## src/rtl/cosine_gen.sv

```systemverilog
// rtl/cosine_gen.sv - cosine sample source: phase accumulator, quarter-wave table, sample-rate divider
module cosine_gen #(
    parameter int ACC_W = 16,
    parameter int DIV   = 4,
    parameter int AMP   = 127
) (
    input  logic              CLK,
    input  logic              RST,
    input  logic              EN,
    input  logic              RESTART,
    input  logic [ACC_W-1:0]  FREQ,
    output logic signed [7:0] COSINE,
    output logic              SAMPLE_VALID,
    output logic              CYCLE_START,
    output logic [7:0]        PHASE
);

    localparam int CNT_W = (DIV > 1) ? $clog2(DIV) : 1;

    // Full-scale quarter cosine, round(127*cos(pi/2*k/64)); rescaled to AMP below.
    function automatic int q_full(input int k);
        case (k)
            0: return 127;  1: return 127;  2: return 127;  3: return 127;
            4: return 126;  5: return 126;  6: return 126;  7: return 125;
            8: return 125;  9: return 124; 10: return 123; 11: return 122;
           12: return 122; 13: return 121; 14: return 120; 15: return 118;
           16: return 117; 17: return 116; 18: return 115; 19: return 113;
           20: return 112; 21: return 111; 22: return 109; 23: return 107;
           24: return 106; 25: return 104; 26: return 102; 27: return 100;
           28: return 98;  29: return 96;  30: return 94;  31: return 92;
           32: return 90;  33: return 88;  34: return 85;  35: return 83;
           36: return 81;  37: return 78;  38: return 76;  39: return 73;
           40: return 71;  41: return 68;  42: return 65;  43: return 63;
           44: return 60;  45: return 57;  46: return 54;  47: return 51;
           48: return 49;  49: return 46;  50: return 43;  51: return 40;
           52: return 37;  53: return 34;  54: return 31;  55: return 28;
           56: return 25;  57: return 22;  58: return 19;  59: return 16;
           60: return 12;  61: return 9;   62: return 6;   63: return 3;
           default: return 0;
        endcase
    endfunction

    function automatic int q_amp(input int k);
        return (q_full(k) * AMP * 2 + 127) / 254;
    endfunction

    logic [6:0] rom [0:64];
    for (genvar k = 0; k <= 64; k++) begin : g_rom
        assign rom[k] = 7'(q_amp(k));
    end

    logic [CNT_W-1:0] div_cnt;
    logic [ACC_W-1:0] acc;
    logic [ACC_W:0]   acc_sum;
    logic             strobe;
    logic             first_flag;
    logic [7:0]       addr_r;
    logic             wrap_r;
    logic             start_r;
    logic             s1_valid;
    logic [6:0]       idx;
    logic signed [7:0] mag;
    logic signed [7:0] mapped;

    assign strobe  = EN && (div_cnt == CNT_W'(DIV - 1));
    assign acc_sum = {1'b0, acc} + {1'b0, FREQ};

    always_comb begin
        idx    = addr_r[6] ? (7'd64 - {1'b0, addr_r[5:0]}) : {1'b0, addr_r[5:0]};
        mag    = {1'b0, rom[idx]};
        mapped = (addr_r[7] ^ addr_r[6]) ? -mag : mag;
    end

    always_ff @(posedge CLK or negedge RST) begin
        if (!RST) begin
            div_cnt <= '0;
        end else if (RESTART) begin
            div_cnt <= '0;
        end else if (EN) begin
            div_cnt <= (div_cnt == CNT_W'(DIV - 1)) ? '0 : div_cnt + CNT_W'(1);
        end
    end

    // Stage 1: latch the address and advance phase; wrap_r remembers the carry
    // that starts the period of the *next* sample.
    always_ff @(posedge CLK or negedge RST) begin
        if (!RST) begin
            acc        <= '0;
            addr_r     <= '0;
            wrap_r     <= 1'b0;
            start_r    <= 1'b0;
            s1_valid   <= 1'b0;
            first_flag <= 1'b1;
        end else if (RESTART) begin
            acc        <= '0;
            wrap_r     <= 1'b0;
            start_r    <= 1'b0;
            s1_valid   <= 1'b0;
            first_flag <= 1'b1;
        end else begin
            s1_valid <= strobe;
            if (strobe) begin
                addr_r     <= acc[ACC_W-1 -: 8];
                acc        <= acc_sum[ACC_W-1:0];
                wrap_r     <= acc_sum[ACC_W];
                start_r    <= first_flag | wrap_r;
                first_flag <= 1'b0;
            end
        end
    end

    always_ff @(posedge CLK or negedge RST) begin
        if (!RST) begin
            COSINE       <= '0;
            PHASE        <= '0;
            SAMPLE_VALID <= 1'b0;
            CYCLE_START  <= 1'b0;
        end else if (RESTART) begin
            COSINE       <= '0;
            PHASE        <= '0;
            SAMPLE_VALID <= 1'b0;
            CYCLE_START  <= 1'b0;
        end else begin
            SAMPLE_VALID <= s1_valid;
            CYCLE_START  <= s1_valid & start_r;
            if (s1_valid) begin
                COSINE <= mapped;
                PHASE  <= addr_r;
            end
        end
    end

endmodule

```

## config.mk

```make
export PLATFORM = sky130hd
export DESIGN_NAME = cosine_gen
export DESIGN_NICKNAME = d
export VERILOG_FILES = /design/src/rtl/cosine_gen.sv
export SDC_FILE = /design/constraint.sdc
export NUM_CORES = 1
export LEC_CHECK = 0
export ABC_CLOCK_PERIOD_IN_PS = 3870
export BUFFER_PORTS_ARGS = -buffer_cell sky130_fd_sc_hd__buf_2
export CORE_MARGIN = 4
export CORE_UTILIZATION = 45
export DETAILED_ROUTE_END_ITERATION = 10
export GPL_TIMING_DRIVEN = 0
export HOLD_SLACK_MARGIN = 0.12
export PLACE_DENSITY = 0.59
export SETUP_SLACK_MARGIN = 0.05
export SKIP_CTS_REPAIR_TIMING = 1
export SLEW_MARGIN = 20
export SYNTH_ARGS = -nofsm -noshare
export SYNTH_HDL_FRONTEND = slang
export SYNTH_SLANG_ARGS = --single-unit
```

## constraint.sdc

```tcl
create_clock -name CLK -period 3.87 [get_ports CLK]
set_clock_uncertainty 0.05 [all_clocks]
set_input_delay 0.5805 -clock CLK [delete_from_list [all_inputs] [get_ports CLK]]
set_output_delay 0.5805 -clock CLK [all_outputs]
set_load 0.005 [all_outputs]
```

==> results.py, run 1 <==
metrics = {
    "detailed_routing": {
        "postRouteAntennaNets": 0,
        "dr.pass1.iters": 4,
        "routed_wl_um": 9530,
        "drc": 0,
        "post_drt_wl_per_cell_um": 15.9,
        "drt_iter0_drc": 128,
        "vias": 3405,
        "viasPerCell": 5.69,
    },
    "place": {
        "gp_congestion": 0.889,
        "portBuffers": 37,
        "dp_hpwl_um": 7140,
    },
    "global_route": {
        "grt_max_degree": 49,
        "use_met1_pct": 25.9,
        "grt_usage_pct": 19.4,
        "met2_usage_pct": 33.2,
        "overflow": 0,
        "antenna_found_initial": 0,
        "grtUsageMet3_pct": 2.02,
        "grt_pass1_wl_um": 15900,
        "grt_pass1_vias": 3284,
        "busiest_layer": "met2",
    },
    "power": {
        "p_seq_share_pct": 43.1,
        "clkPwrFrac_pct": 25.6,
        "power_mw": 1.24,
        "p_comb_share_pct": 31.3,
        "power_density_nw_per_um2": 285,
        "vdd_ir_drop_max_v": 0.000156,
        "power_leakage_nw": 1.92,
        "internal_power_mw": 0.821,
        "p_switching_mw": 0.420,
        "swShare_pct": 33.8,
    },
    "synth": {
        "synth_area_sq_um": 3840,
        "netlist_instances": 443,
        "synth.most_common_cell": "nand2_1",
        "synth.net_count": 491,
        "synth_edf_count": 0,
        "synthTopCellsByCount": "nand2_1 (55), dfrtp_1 (47), nor2_1 (38)",
        "netlist.area_leader.share_pct": 30.6,
        "ys.flop_type": "dfrtp_1",
        "yosysTopAreaCell": "dfrtp_1",
        "syn_avg_cell_area_sq_um": 8.68,
        "synth.distinct_cells": 78,
        "ys_ff_latch": 48,
        "ys_warn_count": 0,
        "postSynth.asyncResetShare_pct": 100,
        "yosys-top-cells-area": "dfrtp_1 (31%), ha_1 (8.8%), nand2_1 (5.4%), nor2_1 (3.7%), mux2i_1 (3.4%)",
        "yosysSeqAreaShare_pct": 31.3,
    },
    "sta": {
        "setup_violations": 0,
        "post-route-period-util_pct": 94.0,
        "hold_violations": 0,
        "tightest_slew_ns": 0.883,
        "period_needed_ns": 3.64,
        "finalSetupTns_ns": 0,
        "drv_slew": 0,
        "max_clock_freq_mhz": 275,
        "slew_headroom_pct": 40.9,
        "rsz0062_at_grt": "false",
    },
    "worst_setup_path": {
        "cpLargestDelayFamily": "compound AO/OA/AOI/OAI gates",
        "ff2ff_setup_slack_ns": 0.23,
        "critPathKind": "reg2reg",
        "cp_common_cell": "nand2_1",
        "slowest_stage": "dfrtp_2",
        "crit_chain": "buf_8 > clkinvlp_4 > ha_4 > nand2_1 > nand2_4 > buf_4 > ha_1 > inv_1 > a221oi_1 > o311ai_1 > o211ai_2 > nand2b_1 > ha_2 > nand2_1 > o311a_1 > a2111oi_2",
        "cp-startpoint": "addr_r[0]",
        "cp.required_ns": 4.02,
        "critPathBufInv": 4,
        "startpoint_type": "register",
        "end_kind": "register",
        "reg2reg_from": "addr_r[0]",
        "slowest_delay_ns": 0.39,
        "worstPathMaxFanout": 10,
        "critPathArrivalTime_ns": 3.79,
    },
    "hold_path": {
        "min-delay-path-class": "in2async",
    },
    "layout": {
        "fin_nets": 540,
        "n_antenna_cell": 0,
        "layout-drive-gt1-share_pct": 19.3,
        "syn_to_final_growth_pct": 13.2,
    },
    "cts": {
        "htree_levels": 2,
        "clkSlewWorstSetupHoldPaths_ns": 0.09,
        "cts_root_buf": "clkbuf_8",
        "cts_tree": "built",
        "cts_buffers": 5,
        "insertion_delay_ns": 0.30,
        "cts.sinks": 48,
        "cts.path.max_buffers": 2,
    },
    "die": {
        "die_x_um": 100,
        "coreArea_sq_um": 8260,
        "io-pin-count": 38,
        "fp.dieH_um": 100,
        "initial_core_util_pct": 46.5,
        "placement_rows": 33,
        "die_area_sq_um": 10100,
    },
    "status": {
        "status": "completed",
    },
    "flow_run": {
        "maxCapViolations": 0,
    },
}
==> layer usage <==
metal | vias to the layer above | wire (um)
met5 | - | 0
met4 | 0 | 139
met3 | 13 | 350
met2 | 65 | 4650
met1 | 1603 | 4390
li1 | 1724 | -
==> worst paths after layout <==
kind / cells after the start / endpoint
hold / removal: 1 / COSINE[5]
setup reg to reg: 16 / COSINE[6]
hold reg to reg: 2 / start_r
max in group asynchronous: 1 / addr_r[1]
setup / recovery: 16 / COSINE[6]
min in group CLK: 2 / start_r
==> state kept, by name (all words and copies together), names as in the netlist <==
name	cells
acc	16
COSINE	8
PHASE	8
addr_r	8
div_cnt	2
CYCLE_START	1
SAMPLE_VALID	1
first_flag	1
s1_valid	1
start_r	1
wrap_r	1
==> stage by stage <==
stage | cells | util (%) | hold WS [ns] | worst slack (ns) | area [sq um]
after global placement | 585 | 50.4 | 0.419 | -0.520 | 4160
after detailed placement | 585 | 50.4 | 0.421 | -0.587 | 4160
after CTS | 593 | 51.6 | 0.262 | -0.615 | 4260
final | 598 | 52.7 | 0.229 | 0.231 | 4350
after global routing | 598 | 52.7 | 0.272 | 0.0315 | 4350
after floorplan | 443 | - | 0.235 | 0.297 | 3840
==> power by group through the flow <==
stage / registers (mW) / clock network (mW) / logic, mW
global placement: 0.549 / 0 / 0.319
global route: 0.537 / 0.353 / 0.433
floorplan: 0.540 / 0 / 0.229
detailed placement: 0.549 / 0 / 0.321
finish: 0.535 / 0.318 / 0.388
CTS: 0.539 / 0.332 / 0.324
==> kinds of logic after synthesis <==
group	share of synthesized area, %
xor gates and xnor gates	4.98
DFF	31.3
and+or+nand+nor	20.2
buffers and inverters	5.21
muxes	3.97
AOI/OAI and AO/OA	25.0
adders and majority gates	9.31
==> cells in the final DEF (no fill, tap or decap), drive strengths merged, types with 11 or more instances in the layout <==
cell type / Yosys / routed
a21oi: 23 / 23
nand2b: 13 / 13
xnor2: 11 / 11
dfrtp: 47 / 47
o31ai: 13 / 13
mux2i: 13 / 13
ha: 27 / 27
o21ai: 26 / 26
inv: 18 / 18
nand2: 55 / 55
buf: 11 / 54
nor3: 13 / 13
nor2: 38 / 38
clkbuf: 14 / 19
==> cell type report <==
type                    count  area (sq um)
multi-input cells         351          2480
repair buffers             43           233
flip-flops and latches     48          1200
fillers                   821          3910
clock buffers               6          82.6
plain buffers              24           129
clock inverters             2          13.8
well taps                 105           131
inverters                  19          75.1
Note: power is estimated with default switching activity, not from simulation.
==> inputs of run 2 (changes only) <==
Settings changed: ABC_CLOCK_PERIOD_IN_PS 3870 to 4100.
Clock period 3.87 ns to 4.1 ns, I/O delays scaled along.
==> run 2 against run 1 <==
Register-to-register slack gained 0.10 ns. Power shrank 7.2%. Clock power shrank 6%. Worst setup slack gained 0.10 ns. Global-route usage is the same. Core utilization shrank 0.45 points. Cell area shrank 0.86%. Critical path type unchanged.
==> results.py, run 2 (synthesized netlist as in run 1, its figures left out) <==
metrics = {
    "status": {
        "status": "completed",
    },
    "global_route": {
        "met2_usage_pct": 33.2,
        "grt_pass1_vias": 3284,
        "antenna_found_initial": 0,
        "use_met1_pct": 25.9,
        "grt_pass1_wl_um": 15900,
        "grt_max_degree": 49,
        "grt_usage_pct": 19.4,
        "overflow": 0,
        "grtUsageMet3_pct": 2.02,
        "busiest_layer": "met2",
    },
    "die": {
        "placement_rows": 33,
        "die_area_sq_um": 10100,
        "initial_core_util_pct": 46.5,
        "fp.dieH_um": 100,
        "coreArea_sq_um": 8260,
        "io-pin-count": 38,
        "die_x_um": 100,
    },
    "detailed_routing": {
        "post_drt_wl_per_cell_um": 16.0,
        "dr.pass1.iters": 4,
        "drt_iter0_drc": 106,
        "postRouteAntennaNets": 0,
        "vias": 3408,
        "drc": 0,
        "routed_wl_um": 9530,
        "viasPerCell": 5.73,
    },
    "sta": {
        "hold_violations": 0,
        "rsz0062_at_grt": "false",
        "max_clock_freq_mhz": 265,
        "period_needed_ns": 3.77,
        "tightest_slew_ns": 0.884,
        "drv_slew": 0,
        "holdWs_ns": 0.262,
        "setup_violations": 0,
        "finalSetupTns_ns": 0,
        "post-route-period-util_pct": 91.9,
        "slew_headroom_pct": 40.8,
    },
    "place": {
        "placed_area_sq_um": 4160,
        "portBuffers": 37,
        "gp_congestion": 0.889,
        "dp_hpwl_um": 7140,
    },
    "power": {
        "internal_power_mw": 0.760,
        "vdd_ir_drop_max_v": 0.000147,
        "p_seq_share_pct": 43.8,
        "swShare_pct": 34.0,
        "p_comb_share_pct": 30.2,
        "power_leakage_nw": 1.90,
        "power_density_nw_per_um2": 267,
        "clkPwrFrac_pct": 26.0,
        "p_switching_mw": 0.392,
        "power_mw": 1.15,
    },
    "layout": {
        "layout.cells.most_common_list": "nand2_1 (54), dfrtp_1 (45), buf_2 (40)",
        "fin_util_pct": 52.2,
        "largest_reg_flops": 16,
        "layout-drive-gt1-share_pct": 17.8,
        "final_common_cell": "nand2_1",
        "syn_to_final_growth_pct": 12.2,
        "top_register": "acc",
        "final_area_sq_um": 4310,
        "n_antenna_cell": 0,
        "fin_nets": 537,
    },
    "worst_setup_path": {
        "crit_chain": "buf_6 > clkinvlp_4 > ha_4 > nand2_1 > nand2_4 > inv_1 > ha_1 > inv_1 > a211oi_1 > o311ai_2 > o2111ai_1 > o31ai_2 > or2_2 > ha_1 > nand2_1 > o311a_1 > a2111oi_2",
        "ff2ff_setup_slack_ns": 0.33,
        "r2r_end": "COSINE[6]",
        "r2r_cells": 17,
        "slowest_delay_ns": 0.38,
        "worstPathMaxFanout": 10,
        "reg2reg_from": "addr_r[0]",
        "startpoint_type": "register",
        "cp.required_ns": 4.25,
        "slowest_stage": "dfrtp_2",
        "critPathKind": "reg2reg",
        "end_kind": "register",
        "critPathArrivalTime_ns": 3.92,
    },
    "flow_run": {
        "maxCapViolations": 0,
    },
    "cts": {
        "htree_levels": 2,
        "insertion_delay_ns": 0.30,
        "cts_root_buf": "clkbuf_8",
        "cts_buffers": 5,
        "cts_tree": "built",
        "clkSlewWorstSetupHoldPaths_ns": 0.09,
        "cts.path.max_buffers": 2,
        "cts.sinks": 48,
    },
    "hold_path": {
        "min-delay-path-class": "in2async",
    },
}
[run 2: how the worst max path moves through the flow]
stage,start,end,slack [ns],depth (start not counted)
CTS,addr_r[0],COSINE[6],-0.38,17
global placement,addr_r[0],COSINE[6],-0.29,17
global route,addr_r[0],COSINE[6],0.08,17
floorplan,addr_r[0],COSINE[6],0.53,17
detailed placement,addr_r[0],COSINE[6],-0.36,17
finish,addr_r[0],COSINE[6],0.33,17
[run 2: area by class of cell]
cell class / instances / area, sq um
Buffer: 25 / 129
Clock buffer: 6 / 82.6
Clock inverter: 2 / 13.8
Fill cell: 826 / 3950
Inverter: 19 / 75.1
Multi-Input combinational cell: 351 / 2470
Sequential cell: 48 / 1200
Tap cell: 105 / 131
Timing Repair Buffer: 39 / 203
[run 2: worst max-delay path, delay by kind of cell (launching register included)]
kind,cells,cell delay (ns)
DFF,1,0.38
buffers and inverters,4,0.54
adders and majority gates,3,0.78
AOI/OAI and AO/OA,6,1.45
and+or+nand+nor,4,0.48
[run 2: through the flow]
step,cells,setup slack (ns)
global route,595,0.0794
finish,595,0.331
floorplan,443,0.527
detailed placement,585,-0.357
global placement,585,-0.290
CTS,593,-0.385
[run 2: layer usage]
layer | up-vias | wire length (um)
li1 | 1719 | -
met1 | 1626 | 4520
met2 | 52 | 4640
met3 | 11 | 252
met4 | 0 | 118
met5 | - | 0
[run 2: power by group through the flow]
stage | Sequential, mW | Combinational (mW) | Clock (mW)
floorplan | 0.510 | 0.217 | 0
global placement | 0.518 | 0.301 | 0
detailed placement | 0.518 | 0.303 | 0
CTS | 0.509 | 0.306 | 0.313
global route | 0.506 | 0.389 | 0.333
finish | 0.504 | 0.348 | 0.300
